===== src/rtl/wb_periph_bridge.sv =====
// wb_periph_bridge: Wishbone fan-out to SLAVES slots with registered responses, watchdog and error capture
module wb_periph_bridge #(
    parameter int          SLAVES    = 16,
    parameter int          SLOT_BITS = 8,
    parameter int          TIMEOUT   = 255,
    parameter logic [31:0] ERR_DATA  = 32'hDEADBEEF,
    parameter bit          ERR_ACK   = 1'b1
) (
    input  logic                 clk_i,
    input  logic                 rst_i,
    input  logic                 cyc_i,
    input  logic                 stb_i,
    input  logic [29:0]          adr_i,
    output logic                 ack_o,
    output logic                 err_o,
    output logic [31:0]          dat_o,
    output logic [SLAVES-1:0]    slv_stb_o,
    input  logic [SLAVES-1:0]    slv_ack_i,
    input  logic [SLAVES*32-1:0] slv_dat_i,
    output logic [29:0]          err_adr_o,
    output logic [7:0]           err_cnt_o
);
    localparam int IDX_W = SLAVES > 1 ? $clog2(SLAVES) : 1;

    typedef enum logic [1:0] {IDLE, ACTIVE, RESP, ERROR} state_t;

    state_t            state, nxt;
    logic [IDX_W-1:0]  idx, sidx, nidx;
    logic [29:0]       adr_q;
    logic [31:0]       wd;
    logic              hit, ack_sel, nack, nerr;
    logic [SLAVES-1:0] nstb;
    logic [31:0]       ndat;
    logic [31:0]       dat_arr [SLAVES];

    for (genvar k = 0; k < SLAVES; k++) begin : g_dat
        assign dat_arr[k] = slv_dat_i[32*k +: 32];
    end

    assign sidx    = adr_i[SLOT_BITS+IDX_W-1:SLOT_BITS];
    assign nidx    = state == IDLE ? sidx : idx;
    assign hit     = 32'(sidx) < 32'(SLAVES);
    assign ack_sel = slv_ack_i[idx];

    // State register; request context is latched while idle, watchdog counts ACTIVE cycles
    always_ff @(posedge clk_i or posedge rst_i) begin
        if (rst_i) begin
            state <= IDLE;
            idx   <= '0;
            adr_q <= '0;
            wd    <= '0;
        end else begin
            state <= nxt;
            if (state == IDLE) begin
                idx   <= sidx;
                adr_q <= adr_i;
            end
            wd <= state == ACTIVE ? wd + 32'd1 : 32'd0;
        end
    end

    // Next state: abort beats ack, ack beats watchdog expiry
    always_comb begin
        nxt = IDLE;
        unique case (state)
            IDLE:    nxt = !(cyc_i && stb_i) ? IDLE : hit ? ACTIVE : ERROR;
            ACTIVE:  nxt = !cyc_i ? IDLE : ack_sel ? RESP :
                           (TIMEOUT != 0 && wd == 32'(TIMEOUT - 1)) ? ERROR : ACTIVE;
            default: nxt = IDLE;
        endcase
    end

    // Next values of the registered outputs, decoded from the upcoming state
    always_comb begin
        nack = nxt == RESP || (nxt == ERROR && ERR_ACK);
        nerr = nxt == ERROR;
        nstb = nxt == ACTIVE ? SLAVES'(1) << nidx : '0;
        ndat = nxt == ERROR ? ERR_DATA : nxt == RESP ? dat_arr[idx] : dat_o;
    end

    // Output registers and fault capture
    always_ff @(posedge clk_i or posedge rst_i) begin
        if (rst_i) begin
            ack_o     <= 1'b0;
            err_o     <= 1'b0;
            slv_stb_o <= '0;
            dat_o     <= '0;
            err_adr_o <= '0;
            err_cnt_o <= '0;
        end else begin
            ack_o     <= nack;
            err_o     <= nerr;
            slv_stb_o <= nstb;
            dat_o     <= ndat;
            if (nerr) begin
                err_adr_o <= state == IDLE ? adr_i : adr_q;
                err_cnt_o <= err_cnt_o + {7'd0, err_cnt_o != 8'hFF};
            end
        end
    end
endmodule


===== config.mk =====
export PLATFORM = sky130hd
export DESIGN_NAME = wb_periph_bridge
export DESIGN_NICKNAME = d
export VERILOG_FILES = /design/src/rtl/wb_periph_bridge.sv
export SDC_FILE = /design/constraint.sdc
export NUM_CORES = 1
export LEC_CHECK = 0
export CAP_MARGIN = 20
export CORE_AREA = 2 2 250 252
export DETAILED_ROUTE_END_ITERATION = 8
export DIE_AREA = 0 0 252 254
export GPL_TIMING_DRIVEN = 1
export HOLD_SLACK_MARGIN = 0.15
export SKIP_CTS_REPAIR_TIMING = 1
export SYNTH_ARGS = -nofsm -noshare
export SYNTH_HDL_FRONTEND = slang
export SYNTH_SLANG_ARGS = --single-unit
export TNS_END_PERCENT = 1

===== constraint.sdc =====
create_clock -name clk_i -period 9.6 [get_ports clk_i]
set_clock_uncertainty 0.15 [all_clocks]
set_input_delay 1.92 -clock clk_i [delete_from_list [all_inputs] [get_ports clk_i]]
set_output_delay 1.92 -clock clk_i [all_outputs]
set_load 0.01 [all_outputs]

==> metrics, run 1 <==
status=completed; Gate power share=~48%; clock transition at the registers of the reported paths=roughly 0.08 ns; Synth async-reset ratio=100%; CP top delay family=buffers and inverters; crit share post-route=between 40 and 50%; routed via count=slightly above 10000; cell taking the most area after synthesis=dfrtp_1; Primary FF master, synth=dfrtp_1; Max Cap Viol=0; Distinct cells, synth=45; RePlAce Congestion=0.900; PwrDens=between 150 and 200 mW/mm^2; DRC Markers=0; Die X=approximately 250 um; unrepaired setup endpoints after global routing=no; Switch Pwr=1.12 mW; final hold viol count=0; Max-Slew Margin vs Limit=31.9%; CP required=~9.8 ns; Max Freq=232 MHz; Setup-failing EPs final=0; Filler cells=between 6000 and 7000; Initial Util=between 10% and 20%; dominant cells by area after synthesis=dfrtp_1 (39%), mux4_2 (29%), nand2_1 (4.3%); min cycle time layout=between 4 and 5 ns; Syn Std Cell Area=0.0100 sq mm; worst-path cell chain=clkdlybuf4s50_1 > mux4_2 > o211ai_2 > nand4_1 > buf_4 > mux2_1; HP Class=flop to flop; number of flops mapped to enable cells by yosys=0; share of the synthesized area in the top cell type=approximately 39%; Levels on crit path=6; Worst Setup Start Kind=primary input; Placed Cells=2191; Power Internal=around 2 mW; initial antenna violation count=30; FF+latch count, synth=156; vias in the first global route=around 11000; Slew Limit Fails=0; post-route ant nets=0; First-pass DRT Iterations=5; All-Layer GR Usage=about 18%; Post-synth top cells=dfrtp_1 (156), mux4_2 (130), nand2_1 (114); layout cells sized above 1=15.1%; clock buffer count from CTS=17; Synth Instances=805; clock sink total=approximately 160; Detailed Route WL=about 60000 um; TritonCTS clock tree=yes; sequential share of the synthesized area=38.9%; Hold Crit Depth=2; CP max FO=28; wire per inst=around 26 um; syn_nets=1371; Worst-Margin Slew=roughly 1.0 ns; final net count=between 1500 and 2000; clock power share=about a quarter; FP Rows=91; post-detail-place hpwl=around 47000 um; CTS root buffer=clkbuf_16; Buf/Inv on CP=2; initial DRC count=588; Worst VDD drop=approximately 0.13 mV; Via-to-Cell Ratio=approximately 4.6; Clk Latency, worst-skew pair=approximately 0.47 ns; fin cells=2232; critical path's largest stage delay=0.57 ns; Buffers on Ports=roughly 650; Worst R2R Path Depth=6; crit path max-delay cell type=nand4_1; core area=about 0.061 sq mm; setup tns final=0 ns; first-pass GRT wire length=79800 um; leak pwr=slightly below 7 nW; H-tree depth=4; Sequential Power Share=approximately 29%; YS warnings=0; largest net degree at the start of global routing=93; critical path endpoint category=flop; Data arrival, critical path=4.51 ns; DIE AREA=roughly 0.064 sq mm; Clock Tree Buf Depth=2; Avg Cell Area, Syn=between 10 and 15 sq um; Sw Share=36.5%; Area growth syn-to-layout=79.6%; total grt overflow=0; most frequent cell after synthesis=dfrtp_1; DIE HEIGHT=~250 um; Core Util, Final=roughly 29%; IO Pins=650; critical path class=primary input to flop
==> cells in the final DEF (no fill, tap or decap), types with 18 or more instances in the layout <==
cell type and n:
nand2_1 114, inv_1 23, a22o_1 32, dfrtp_1 154, nand3_1 18, a2bb2oi_1 24, a221oi_1 32, mux4_2 130
nor2_1 40, clkdlybuf4s50_1 649
==> logic make-up after synthesis <==
logic type / count (synthesis) / synth area share [%]
and+or+nand+nor: 242 / 11.4
muxes: 166 / 33.1
DFF: 156 / 38.9
AOI/OAI and AO/OA: 117 / 9.48
buffers and inverters: 91 / 4.12
xor gates and xnor gates: 29 / 2.53
adders and majority gates: 4 / 0.498
==> layout make-up <==
| cell class | instances | area, sq um | area share, % |
|---|---|---|---|
| antenna | 8 | 20.0 | 0.111 |
| sequential | 156 | 3910 | 21.7 |
| timing repair buffer | 664 | 6650 | 36.9 |
| tap | 790 | 988 | 5.48 |
| clock buffer | 18 | 439 | 2.43 |
| clock inverter | 14 | 175 | 0.971 |
| inverter | 24 | 95.1 | 0.527 |
| multi-input combinational | 558 | 5760 | 31.9 |
==> worst min-delay path: stages, from the launching register on <==
cell and delay (ns):
dfrtp_1 0.32, nand2_1 0.04, nand2_1 0.07
==> path summary, 6_finish.rpt <==
path,startpoint,to,slack [ns]
setup / recovery,slv_ack_i[5],err_adr_o[1]$_DFFE_PP0N_,5.29
hold / removal,adr_q[8]$_DFF_PP0_,adr_q[8]$_DFF_PP0_,0.32
setup reg to reg,idx[0]$_DFF_PP0_,err_adr_o[1]$_DFFE_PP0N_,6.08
hold reg to reg,adr_q[8]$_DFF_PP0_,adr_q[8]$_DFF_PP0_,0.32
max in group asynchronous,rst_i,wd[18]$_DFF_PP0_,5.90
min in group asynchronous,rst_i,slv_stb_o[11]$_DFF_PP0_,1.86
==> per-stage QoR <==
step	total power [mW]	hold WS, ns	area (sq um)	setup WS [ns]
2_1_floorplan	1.68	0.284	10000	3.32
3_3_place_gp	2.34	0.298	17400	4.82
3_5_place_dp	2.36	0.305	17400	4.72
4_1_cts	3.10	0.324	18000	5.27
5_1_grt	3.22	0.349	18000	5.14
6_report	3.06	0.320	18000	5.29
==> sequential cells by signal, indices dropped and copies added (netlist names) <==
name and cells:
slv_stb_o 16, wd 32, idx 4, err_o 1
adr_q 30, dat_o 32, err_adr_o 30, err_cnt_o 8
ack_o 1, state 2
==> power by group through the flow <==
| stage | clock (mW) | combinational [mW] | sequential, mW |
|---|---|---|---|
| finish | 0.719 | 1.47 | 0.875 |
| global route | 0.766 | 1.56 | 0.894 |
| CTS | 0.748 | 1.48 | 0.880 |
| detailed placement | 0 | 1.47 | 0.890 |
| global placement | 0 | 1.45 | 0.891 |
| floorplan | 0 | 0.816 | 0.864 |
==> layer usage <==
metal / global-route usage [%] / vias to the layer above / wire, um
li1: - / 4382 / -
met1: 21.9 / 5086 / 23500
met2: 29.4 / 593 / 27600
met3: 6.37 / 86 / 5880
met4: 5.24 / 14 / 1230
met5: 0 / - / 86
Note: power is estimated with default switching activity, not from simulation.
==> run 2: changes to the inputs <==
Settings changed: CORE_AREA 2 2 250 252 to 2 2 253 255, DIE_AREA 0 0 252 254 to 0 0 255 257.
Clock period 9.6 ns to 4.4 ns, I/O delays scaled along.
==> run 2 against run 1 <==
Final area grew 0.42%. Total power grew 120%. Worst hold slack lost 0.0024 ns. Combinational power grew 120%. Core utilization shrank 0.57 points. Critical path depth grew 2. First-iteration DRC count grew 1.7%. Wire length grew 0.74%. Sequential cell count is the same. Count of clock-buffer cells in the layout shrank 1. Global-route usage shrank 0.29 points. Sequential share of layout area shrank 0.090 points. Critical endpoint is now dat_o[13]$_DFFE_PP0P_.
==> metrics, run 2 (synthesis gave the netlist of run 1 again) <==
status=completed; initial DRC count=598; leak pwr=around 7 nW; core area=about 0.063 sq mm; CTS root buffer=clkbuf_16; RePlAce Congestion=~0.9; final net count=about 2000; Gate power share=47.9%; first-pass GRT wire length=between 80000 and 90000 um; CP required=roughly 4.6 ns; HP Start=adr_q[29]$_DFF_PP0_; clock sink total=between 150 and 200; Worst VDD drop=between 0.3 and 0.4 mV; most common cell after layout, fill and taps aside=clkdlybuf4s50_1; Clk Latency, worst-skew pair=around 0.48 ns; final hold viol count=0; Overall Power=~6.7 mW; post-detail-place hpwl=around 49000 um; Die X=approximately 260 um; TritonCTS clock tree=yes; PwrDens=372 mW/mm^2; Sequential Power Share=28.3%; vias in the first global route=10900; Clock Tree Buf Depth=2; Core Util, Final=between 20% and 30%; HP Class=flop to flop; Slew Limit Fails=0; clock power share=between 20% and 30%; clock buffer count from CTS=17; IO Pins=650; Max Cap Viol=0; DIE HEIGHT=around 260 um; crit share post-route=between 70% and 80%; H-tree depth=4; Detailed Route WL=a little under 60000 um; FP Rows=between 90 and 100; post-route ant nets=0; Hold Crit Depth=2; clock transition at the registers of the reported paths=approximately 0.07 ns; initial antenna violation count=34; wire per inst=between 20 and 30 um; Worst Setup Start Kind=primary input; Reg area=between 0.003 and 0.004 sq mm; setup tns final=0 ns; First-pass DRT Iterations=5; Multi-input gate area=0.00576 sq mm; FF-to-FF Start=idx[0]$_DFF_PP0_; Data arrival, critical path=3.51 ns; Max Freq=around 300 MHz; Switch Pwr=2.42 mW; Setup-failing EPs final=0; DIE AREA=0.0655 sq mm; Sw Share=between 30 and 40%; total grt overflow=0; crit path from=slv_ack_i[2]; unrepaired setup endpoints after global routing=no; layout cells sized above 1=~15%; Power Internal=4.31 mW; Via-to-Cell Ratio=4.41; Worst R2R Path Depth=8; Buffers on Ports=roughly 650; Area growth syn-to-layout=80.3%; DRC Markers=0; Max-Slew Margin vs Limit=between 30% and 40%; Largest regs=dat_o (32), wd (32); largest net degree at the start of global routing=approximately 130; All-Layer GR Usage=between 10% and 20%; critical path endpoint category=flop; min cycle time layout=around 3.3 ns; CP max FO=17; critical path class=primary input to flop; commonest cells after routing, fill and taps aside=clkdlybuf4s50_1 (649), dfrtp_1 (154), mux4_2 (130); Initial Util=about 16%; Worst-Margin Slew=1.05 ns; routed via count=10100; Filler cells=around 6400
## run 2: worst paths after layout
| kind | to | slack (ns) |
|---|---|---|
| setup / recovery | dat_o[13]$_DFFE_PP0P_ | 1.12 |
| hold / removal | adr_q[29]$_DFF_PP0_ | 0.32 |
| setup reg to reg | dat_o[13]$_DFFE_PP0P_ | 1.17 |
| hold reg to reg | adr_q[29]$_DFF_PP0_ | 0.32 |
| max in group asynchronous | idx[0]$_DFF_PP0_ | 2.70 |
| min in group asynchronous | slv_stb_o[11]$_DFF_PP0_ | 0.75 |
## run 2: worst max-delay path, stage by stage
cell and delay (ns):
clkdlybuf4s50_1 0.47, mux2i_1 0.24, a31oi_1 0.29, o211ai_2 0.15, and2_1 0.25, a21oi_4 0.66
buf_4 0.37, a2bb2oi_1 0.19
## run 2: layout make-up
cell class | instances | area share, %
clock buffers | 17 | 2.35
diodes | 5 | 0.0691
clock inverters | 15 | 1.12
multi-input cells | 558 | 31.8
well taps | 846 | 5.84
flip-flops and latches | 156 | 21.6
repair buffers | 665 | 36.7
inverters | 24 | 0.518
## run 2: layer usage
| metal | global-route usage [%] | up-vias | wire length (um) |
|---|---|---|---|
| li1 | - | 4385 | - |
| met2 | 30.0 | 529 | 28400 |
| met1 | 20.5 | 5058 | 23300 |
| met4 | 3.33 | 18 | 846 |
| met3 | 7.45 | 94 | 6110 |
| met5 | 0 | - | 124 |
## run 2: metrics by stage
stage	cells	hold WS (ns)	worst slack [ns]	instance area [sq um]
after floorplan	805	0.284	1.40	10000
after global placement	2248	0.297	0.632	17500
after detailed placement	2248	0.303	0.577	17500
after CTS	2280	0.321	0.988	18100
after global routing	2282	0.346	0.840	18100
final	2286	0.317	1.12	18100
## run 2: power groups by stage
stage / logic [mW] / clock network (mW) / registers, mW
final: 3.23 / 1.60 / 1.91
after global placement: 3.23 / 0 / 1.93
after CTS: 3.27 / 1.66 / 1.92
after global routing: 3.45 / 1.73 / 1.94
after floorplan: 1.78 / 0 / 1.89
after detailed placement: 3.25 / 0 / 1.94
